**src/rtl/fir_out_requant_pkg.sv**
```systemverilog
`default_nettype none
// ============================================================================
// Module   : fir_out_requant_pkg
// Purpose  : Shared width constants, clip limits and the shift-and-saturate
//            helper used on the output side of the FIR tap chain.
// Contents : ACC_W, SAMPLE_W      - accumulator / sample widths
//            SAT_MAX, SAT_MIN     - 16-bit clip limits
//            sat_result_t         - {saturated flag, clipped value}
//            sat_shift()          - arithmetic shift + clip to out_w bits
// Revision : 1.0 - initial release
// ============================================================================
package fir_out_requant_pkg;

    localparam int ACC_W    = 32;
    localparam int SAMPLE_W = 16;

    localparam logic signed [SAMPLE_W-1:0] SAT_MAX = 16'sh7FFF;
    localparam logic signed [SAMPLE_W-1:0] SAT_MIN = 16'sh8000;

    // value is the clipped result sign-extended to ACC_W+1 bits; callers
    // keep the low out_w bits.
    typedef struct packed {
        logic             sat;
        logic [ACC_W:0]   value;
    } sat_result_t;

    // Arithmetic right shift followed by a clip to the signed range of an
    // out_w-bit sample. Works for any out_w up to ACC_W.
    function automatic sat_result_t sat_shift(
        input logic signed [ACC_W:0] r,
        input int unsigned           shift,
        input int unsigned           out_w
    );
        sat_result_t           res;
        logic signed [ACC_W:0] one;
        logic signed [ACC_W:0] q;
        logic signed [ACC_W:0] hi;
        logic signed [ACC_W:0] lo;
        one = {{ACC_W{1'b0}}, 1'b1};
        q   = r >>> shift;
        hi  = (one <<< (out_w - 1)) - one;
        lo  = -(one <<< (out_w - 1));
        res.sat   = 1'b0;
        res.value = q;
        if (q > hi) begin
            res.sat   = 1'b1;
            res.value = hi;
        end else if (q < lo) begin
            res.sat   = 1'b1;
            res.value = lo;
        end
        return res;
    endfunction

endpackage
`default_nettype wire

```
**src/rtl/fir_sample_fifo.sv**
```systemverilog
`default_nettype none
// ============================================================================
// Module   : fir_sample_fifo
// Purpose  : Synchronous circular-buffer FIFO. Pointers carry one extra MSB
//            so full and empty are told apart by comparing that bit.
// Ports    : clk, rst        - clock, async active-high reset (pointers only)
//            i_push/i_push_data - write request and data
//            i_pop           - read request (ignored while empty)
//            o_pop_data      - head entry
//            o_full/o_empty  - occupancy flags
//            o_level         - number of stored entries
// Revision : 1.0 - initial release
// ============================================================================
module fir_sample_fifo #(
    parameter int WIDTH = 16,
    parameter int DEPTH = 8
) (
    input  logic                     clk,
    input  logic                     rst,
    input  logic                     i_push,
    input  logic [WIDTH-1:0]         i_push_data,
    input  logic                     i_pop,
    output logic [WIDTH-1:0]         o_pop_data,
    output logic                     o_full,
    output logic                     o_empty,
    output logic [$clog2(DEPTH):0]   o_level
);

    localparam int c_aw = $clog2(DEPTH);

    logic [c_aw:0]      r_wr_ptr;
    logic [c_aw:0]      r_rd_ptr;
    logic [WIDTH-1:0]   r_mem [DEPTH];
    logic               w_pop;
    logic               w_push;

    assign o_empty = (r_wr_ptr == r_rd_ptr);
    assign o_full  = (r_wr_ptr[c_aw] != r_rd_ptr[c_aw]) &&
                     (r_wr_ptr[c_aw-1:0] == r_rd_ptr[c_aw-1:0]);
    assign o_level = r_wr_ptr - r_rd_ptr;

    assign w_pop  = i_pop && !o_empty;
    // A write into a full FIFO is accepted when the head leaves on the same
    // edge: it lands in the slot being vacated.
    assign w_push = i_push && (!o_full || w_pop);

    assign o_pop_data = r_mem[r_rd_ptr[c_aw-1:0]];

    always_ff @(posedge clk) begin
        if (w_push) begin
            r_mem[r_wr_ptr[c_aw-1:0]] <= i_push_data;
        end
    end

    always_ff @(posedge clk or posedge rst) begin
        if (rst) begin
            r_wr_ptr <= '0;
            r_rd_ptr <= '0;
        end else begin
            if (w_push) r_wr_ptr <= r_wr_ptr + 1'b1;
            if (w_pop)  r_rd_ptr <= r_rd_ptr + 1'b1;
        end
    end

endmodule
`default_nettype wire

```
**src/rtl/fir_out_requant.sv**
```systemverilog
`default_nettype none
// ============================================================================
// Module   : fir_out_requant
// Purpose  : Output-side reader for the FIR tap chain. Rounds (half-up),
//            shifts and saturates each accumulator sample, then buffers it
//            in a FIFO read via valid/ready. The FIR chain cannot be stalled,
//            so writes into a full FIFO are dropped and counted.
// Ports    : clk, reset              - clock, async active-high reset
//            in_valid, in_data       - accumulator stream (signed, IN_W)
//            out_valid, out_data, out_ready - sample handshake (signed, OUT_W)
//            level                   - FIFO occupancy
//            sat_cnt, drop_cnt       - saturating event counters
//            ovf_sticky              - any saturation or drop seen
//            clr_stats               - sync clear of counters and sticky flag
// Revision : 1.0 - initial release
// ============================================================================
module fir_out_requant
    import fir_out_requant_pkg::*;
#(
    parameter int IN_W  = ACC_W,
    parameter int OUT_W = SAMPLE_W,
    parameter int SHIFT = 7,
    parameter int DEPTH = 8,
    parameter int CNT_W = 16
) (
    input  logic                     clk,
    input  logic                     reset,
    input  logic                     in_valid,
    input  logic [IN_W-1:0]          in_data,
    output logic                     out_valid,
    output logic [OUT_W-1:0]         out_data,
    input  logic                     out_ready,
    output logic [$clog2(DEPTH):0]   level,
    output logic [CNT_W-1:0]         sat_cnt,
    output logic [CNT_W-1:0]         drop_cnt,
    output logic                     ovf_sticky,
    input  logic                     clr_stats
);

    // Half an output LSB, added before the shift for round-half-up.
    localparam int                     c_rnd_pos = (SHIFT > 0) ? SHIFT - 1 : 0;
    localparam logic signed [IN_W:0]   c_rnd     = (SHIFT > 0) ? ((IN_W+1)'(1) << c_rnd_pos) : '0;

    // ---- stage 1: rounding add, one guard bit so it cannot overflow ----
    logic signed [IN_W:0]   w_in_ext;
    logic                   r_s1_valid;
    logic signed [IN_W:0]   r_acc;

    assign w_in_ext = {in_data[IN_W-1], in_data};

    always_ff @(posedge clk or posedge reset) begin
        if (reset) begin
            r_s1_valid <= 1'b0;
            r_acc      <= '0;
        end else begin
            r_s1_valid <= in_valid;
            r_acc      <= w_in_ext + c_rnd;
        end
    end

    // ---- stage 2: shift and clip ----
    logic signed [ACC_W:0]  w_r_ext;
    sat_result_t            w_res;
    logic                   w_unused_hi;
    logic                   r_s2_valid;
    logic                   r_s2_sat;
    logic [OUT_W-1:0]       r_s2_data;

    assign w_r_ext     = (ACC_W+1)'(r_acc);
    assign w_res       = sat_shift(w_r_ext, SHIFT, OUT_W);
    // Bits above the sample are pure sign extension after the clip.
    assign w_unused_hi = ^w_res.value[ACC_W:OUT_W];

    always_ff @(posedge clk or posedge reset) begin
        if (reset) begin
            r_s2_valid <= 1'b0;
            r_s2_sat   <= 1'b0;
            r_s2_data  <= '0;
        end else begin
            r_s2_valid <= r_s1_valid;
            r_s2_sat   <= r_s1_valid && w_res.sat;
            r_s2_data  <= w_res.value[OUT_W-1:0];
        end
    end

    // ---- FIFO and drop detection ----
    logic w_full;
    logic w_empty;
    logic w_pop;
    logic w_drop;
    logic w_sat_evt;

    assign out_valid = !w_empty;
    assign w_pop     = out_valid && out_ready;
    assign w_drop    = r_s2_valid && w_full && !w_pop;
    // Saturation is counted when the sample reaches the FIFO, dropped or not.
    assign w_sat_evt = r_s2_valid && r_s2_sat;

    fir_sample_fifo #(
        .WIDTH (OUT_W),
        .DEPTH (DEPTH)
    ) u_fifo (
        .clk         (clk),
        .rst         (reset),
        .i_push      (r_s2_valid),
        .i_push_data (r_s2_data),
        .i_pop       (out_ready),
        .o_pop_data  (out_data),
        .o_full      (w_full),
        .o_empty     (w_empty),
        .o_level     (level)
    );

    // ---- statistics: clear wins over increment, counters stick at max ----
    always_ff @(posedge clk or posedge reset) begin
        if (reset) begin
            sat_cnt    <= '0;
            drop_cnt   <= '0;
            ovf_sticky <= 1'b0;
        end else if (clr_stats) begin
            sat_cnt    <= '0;
            drop_cnt   <= '0;
            ovf_sticky <= 1'b0;
        end else begin
            if (w_sat_evt && (sat_cnt != '1))  sat_cnt  <= sat_cnt + 1'b1;
            if (w_drop && (drop_cnt != '1))    drop_cnt <= drop_cnt + 1'b1;
            if (w_sat_evt || w_drop)           ovf_sticky <= 1'b1;
        end
    end

endmodule
`default_nettype wire

```
**config.mk**
```make
export PLATFORM = sky130hd
export DESIGN_NAME = fir_out_requant
export DESIGN_NICKNAME = d
export VERILOG_FILES = /design/src/rtl/fir_out_requant_pkg.sv /design/src/rtl/fir_sample_fifo.sv /design/src/rtl/fir_out_requant.sv
export SDC_FILE = /design/constraint.sdc
export NUM_CORES = 1
export LEC_CHECK = 0
export ABC_AREA = 0
export BUFFER_PORTS_ARGS = -buffer_cell sky130_fd_sc_hd__buf_2
export CAP_MARGIN = 40
export CORE_ASPECT_RATIO = 2
export CORE_UTILIZATION = 38
export DETAILED_ROUTE_END_ITERATION = 7
export PLACE_DENSITY_LB_ADDON = 0.25
export RECOVER_POWER = 100
export SETUP_SLACK_MARGIN = 0.2
export SKIP_LAST_GASP = 1
export SYNTH_ARGS = -nofsm -noshare
export SYNTH_HDL_FRONTEND = slang
export SYNTH_SLANG_ARGS = --single-unit
```
**constraint.sdc**
```tcl
create_clock -name clk -period 5.8 [get_ports clk]
set_clock_uncertainty 0.2 [all_clocks]
set_input_delay 1.16 -clock clk [delete_from_list [all_inputs] [get_ports clk]]
set_output_delay 1.16 -clock clk [all_outputs]
set_load 0.03 [all_outputs]
```
==> results.py <==
metrics = {
    "status": {
        "status": "complete, but fails checks",
        "violations": "design-rule violations, max-capacitance violations, max-slew violations",
    },
    "sta": {
        "setup_tns_ps": 0,
        "hold_viol": 0,
        "setup_viol": 0,
        "rsz0062_at_grt": "false",
        "fin_crit_sh": 0.794,
        "maxSlewViolCount": 39,
        "worst_slack_ps": 1190,
        "slew_headroom": -0.178,
        "worst_pin_slew_ps": 1770,
        "clock.fmax_ghz": 0.217,
        "finalCriticalPeriod_ps": 4610,
    },
    "power": {
        "power.leakage_nw": 3.82,
        "power.total_mw": 4.59,
        "peakVddDrop_mv": 0.249,
        "power_density_nw_per_um2": 438,
    },
    "routing": {
        "totalWireLength_mm": 19.1,
        "ant_nets": 0,
        "dr.pass1.iters": 7,
        "highest_layer": "met4",
        "wl_met1_mm": 6.73,
        "dr.first_iter.drc_count": 287,
        "post_drt_wl_per_cell_microns": 18.5,
        "drc": 1,
        "vias_per_cell": 5.39,
        "wl_met3_microns": 666,
        "vias": 5576,
        "wl_met2_mm": 11.4,
    },
    "grt": {
        "antenna_found_initial": 0,
        "grt_pass1_wl_mm": 31.2,
        "grt-ovfl-total": 0,
        "grt_max_degree": 58,
        "grt_pass1_vias": 6045,
        "grt_use_total": 0.161,
    },
    "die": {
        "core_sq_um": 23700,
        "rows": 80,
        "die_area_sq_um": 24700,
        "die_x_microns": 112,
        "start_util": 0.386,
        "die_h_microns": 221,
        "io_pins": 91,
    },
    "clock_network": {
        "root_buffer": "clkbuf_16",
        "cts-hold-fix-buffers": 0,
        "cts_htree_levels": 1,
        "cts.sinks": 214,
        "cts_setup_buffers": 0,
        "cts_tree": "done",
        "numCtsBuffers": 19,
        "clk_latency_ps": 490,
        "clkTransAtPathRegs_ps": 70,
        "cts_resized": 0,
        "clock_path_buffers": 3,
    },
    "synthesis": {
        "yosysWarnings": 0,
        "yosys_register_bits": 214,
        "netlist_instances": 640,
        "synth_top_area_frac": 0.420,
        "yosys.cell_types.count": 58,
        "synth_compound_gate_area_share": 0.0592,
        "async_flop_share": 0.402,
        "synth_top_family_by_area": "simple AND/OR/NAND/NOR gates",
        "ys_top_cells_by_area": "edfxtp_1, dfrtp_1, mux4_2, nand2_1, xnor2_1",
        "synth_simple_gate_area_frac": 0.125,
        "synth_seq_area_share": 0.655,
        "yosys.area.top_type": "edfxtp_1",
        "synth_xor_area_frac": 0.0336,
        "syn_nets": 686,
        "synthesis.area_sq_um": 9150,
        "synthFlopType": "edfxtp_1",
        "yosys-mux-area-fraction": 0.0934,
        "synth_edf_count": 128,
        "synthTopCellsByCount": "edfxtp_1, dfrtp_1, nand2_1",
        "yosysMostFrequentCell": "edfxtp_1",
        "synth_area_per_cell_sq_um": 14.3,
        "synthAdderAreaFrac": 0.0131,
    },
    "worst_setup_path": {
        "timing.reg2reg.worst_path_depth": 6,
        "reg2reg_to": "u_fifo.r_mem[6][4]$_DFFE_PP_",
        "cp-start-kind": "flop",
        "crit_path_end_kind": "output port",
        "startpoint": "u_fifo.r_rd_ptr[0]$_DFFE_PP0P_",
        "cp_num_buf_inv": 2,
        "crit_path_max_incr_delay_ps": 970,
        "crit_type": "reg2out",
        "worstPathArrival_ps": 3250,
        "crit_family": "buffers and inverters",
        "r2r-start": "u_fifo.r_rd_ptr[0]$_DFFE_PP0P_",
        "reg2reg_slack_ps": 1370,
        "crit_slowest_cell": "dfrtp_1",
        "crit_top_cell": "nand2_1",
        "crit_path_max_fanout": 20,
        "cp_data_required_time_ps": 4440,
        "cp_cell_sequence": "clkbuf_2, mux4_2, nand2_1, nand2_1, clkbuf_1",
    },
    "placed_design": {
        "io_buffers": 84,
        "post_dp_cell_area_sq_um": 10000,
        "pre_cts_slack_ps": 2250,
        "hpwl_mm": 13.4,
        "routabilityCongestion": 0.803,
    },
    "cells_and_area": {
        "drive_gt1_frac": 0.159,
        "fin_area_sq_um": 10500,
        "antenna_cells": 0,
        "area_growth_pct": 14.4,
        "nNetsFinal": 781,
    },
    "flow_run": {
        "maxCapViolations": 1,
    },
    "hold_path": {
        "hp-class": "reg2reg",
        "min_path_cells": 0,
        "hold_end": "r_s2_valid$_DFF_PP0_",
        "hold_path_startpoint": "r_s1_valid$_DFF_PP0_",
    },
}
cells in the final DEF, fill, tap and decap left out, types with 6 or more instances in the layout:
master and instances:
nor3_1 13, nand2_1 81, o21a_1 17, clkbuf_16 22
xnor2_1 20, xor2_1 12, nor2b_1 8, clkbuf_1 68
nand4_1 22, or4_1 6, mux4_2 32, edfxtp_1 128
dfrtp_1 86, nand3_1 22, a21oi_1 16, inv_1 16
o21ai_0 10, nor2_1 25, nor4_1 6, and3_1 7
buf_2 28, and4_1 7, ha_1 8
report_power, final:
part	switching, mW	internal [mW]
Clock	0.533	0.775
Combinational	0.877	0.465
Sequential	0.122	1.82
Total	1.53	3.06
worst max-delay path by stage:
stage / cells after the start / slack (ps) / to
2_1_floorplan: 9 / 1750 / u_fifo.r_mem[0][0]$_DFFE_PP_
3_3_place_gp: 5 / 2260 / out_data[3]
3_5_place_dp: 5 / 2250 / out_data[3]
4_1_cts: 5 / 1730 / out_data[3]
5_1_grt: 5 / 880 / out_data[0]
6_report: 5 / 1190 / out_data[3]
cell families (layout without fill, tap and decap cells):
logic type                 Yosys count  in the layout
DFF                                214            214
muxes                               44             44
AOI/OAI and AO/OA                   77             77
buffers and inverters               44            151
adders and majority gates            9              9
xor gates and xnor gates            33             33
and+or+nand+nor                    219            219
registers in the layout, summed over array words and instances, names as in the netlist:
| register | flops |
|---|---|
| u_fifo.r_mem | 128 |
| r_acc | 26 |
| drop_cnt | 16 |
| r_s2_data | 16 |
| sat_cnt | 16 |
| u_fifo.r_rd_ptr | 4 |
| u_fifo.r_wr_ptr | 4 |
| ovf_sticky | 1 |
| r_s1_valid | 1 |
| r_s2_sat | 1 |
| r_s2_valid | 1 |
metrics by stage:
stage | std cells | hold slack (ps) | util
finish | 1034 | 201 | 0.441
detailed placement | 1001 | 188 | 0.421
global placement | 998 | 158 | 0.420
CTS | 1034 | 211 | 0.449
floorplan | 640 | 148 | -
global route | 1034 | 209 | 0.441
worst reg2reg max path: stages, from the launching register on:
cell and delay [ps]:
dfrtp_1 970, ha_1 400, and4b_1 320, a21boi_0 650
nand2_1 310, nor2_1 410, clkbuf_1 780
routing by layer:
metal,GRT usage,vias up
met4,0.0615,0
li1,-,2605
met1,0.160,2815
met2,0.327,132
met3,0.0194,24
met5,0,-
cell type report:
type / instances / area (sq um)
clock buffer: 29 / 609
tap: 287 / 359
inverter: 18 / 68.8
fill: 2126 / 13300
multi-input combinational: 382 / 2950
clock inverter: 4 / 53.8
sequential: 214 / 6000
timing repair buffer: 100 / 430
Power figures use the tool's default switching activity.
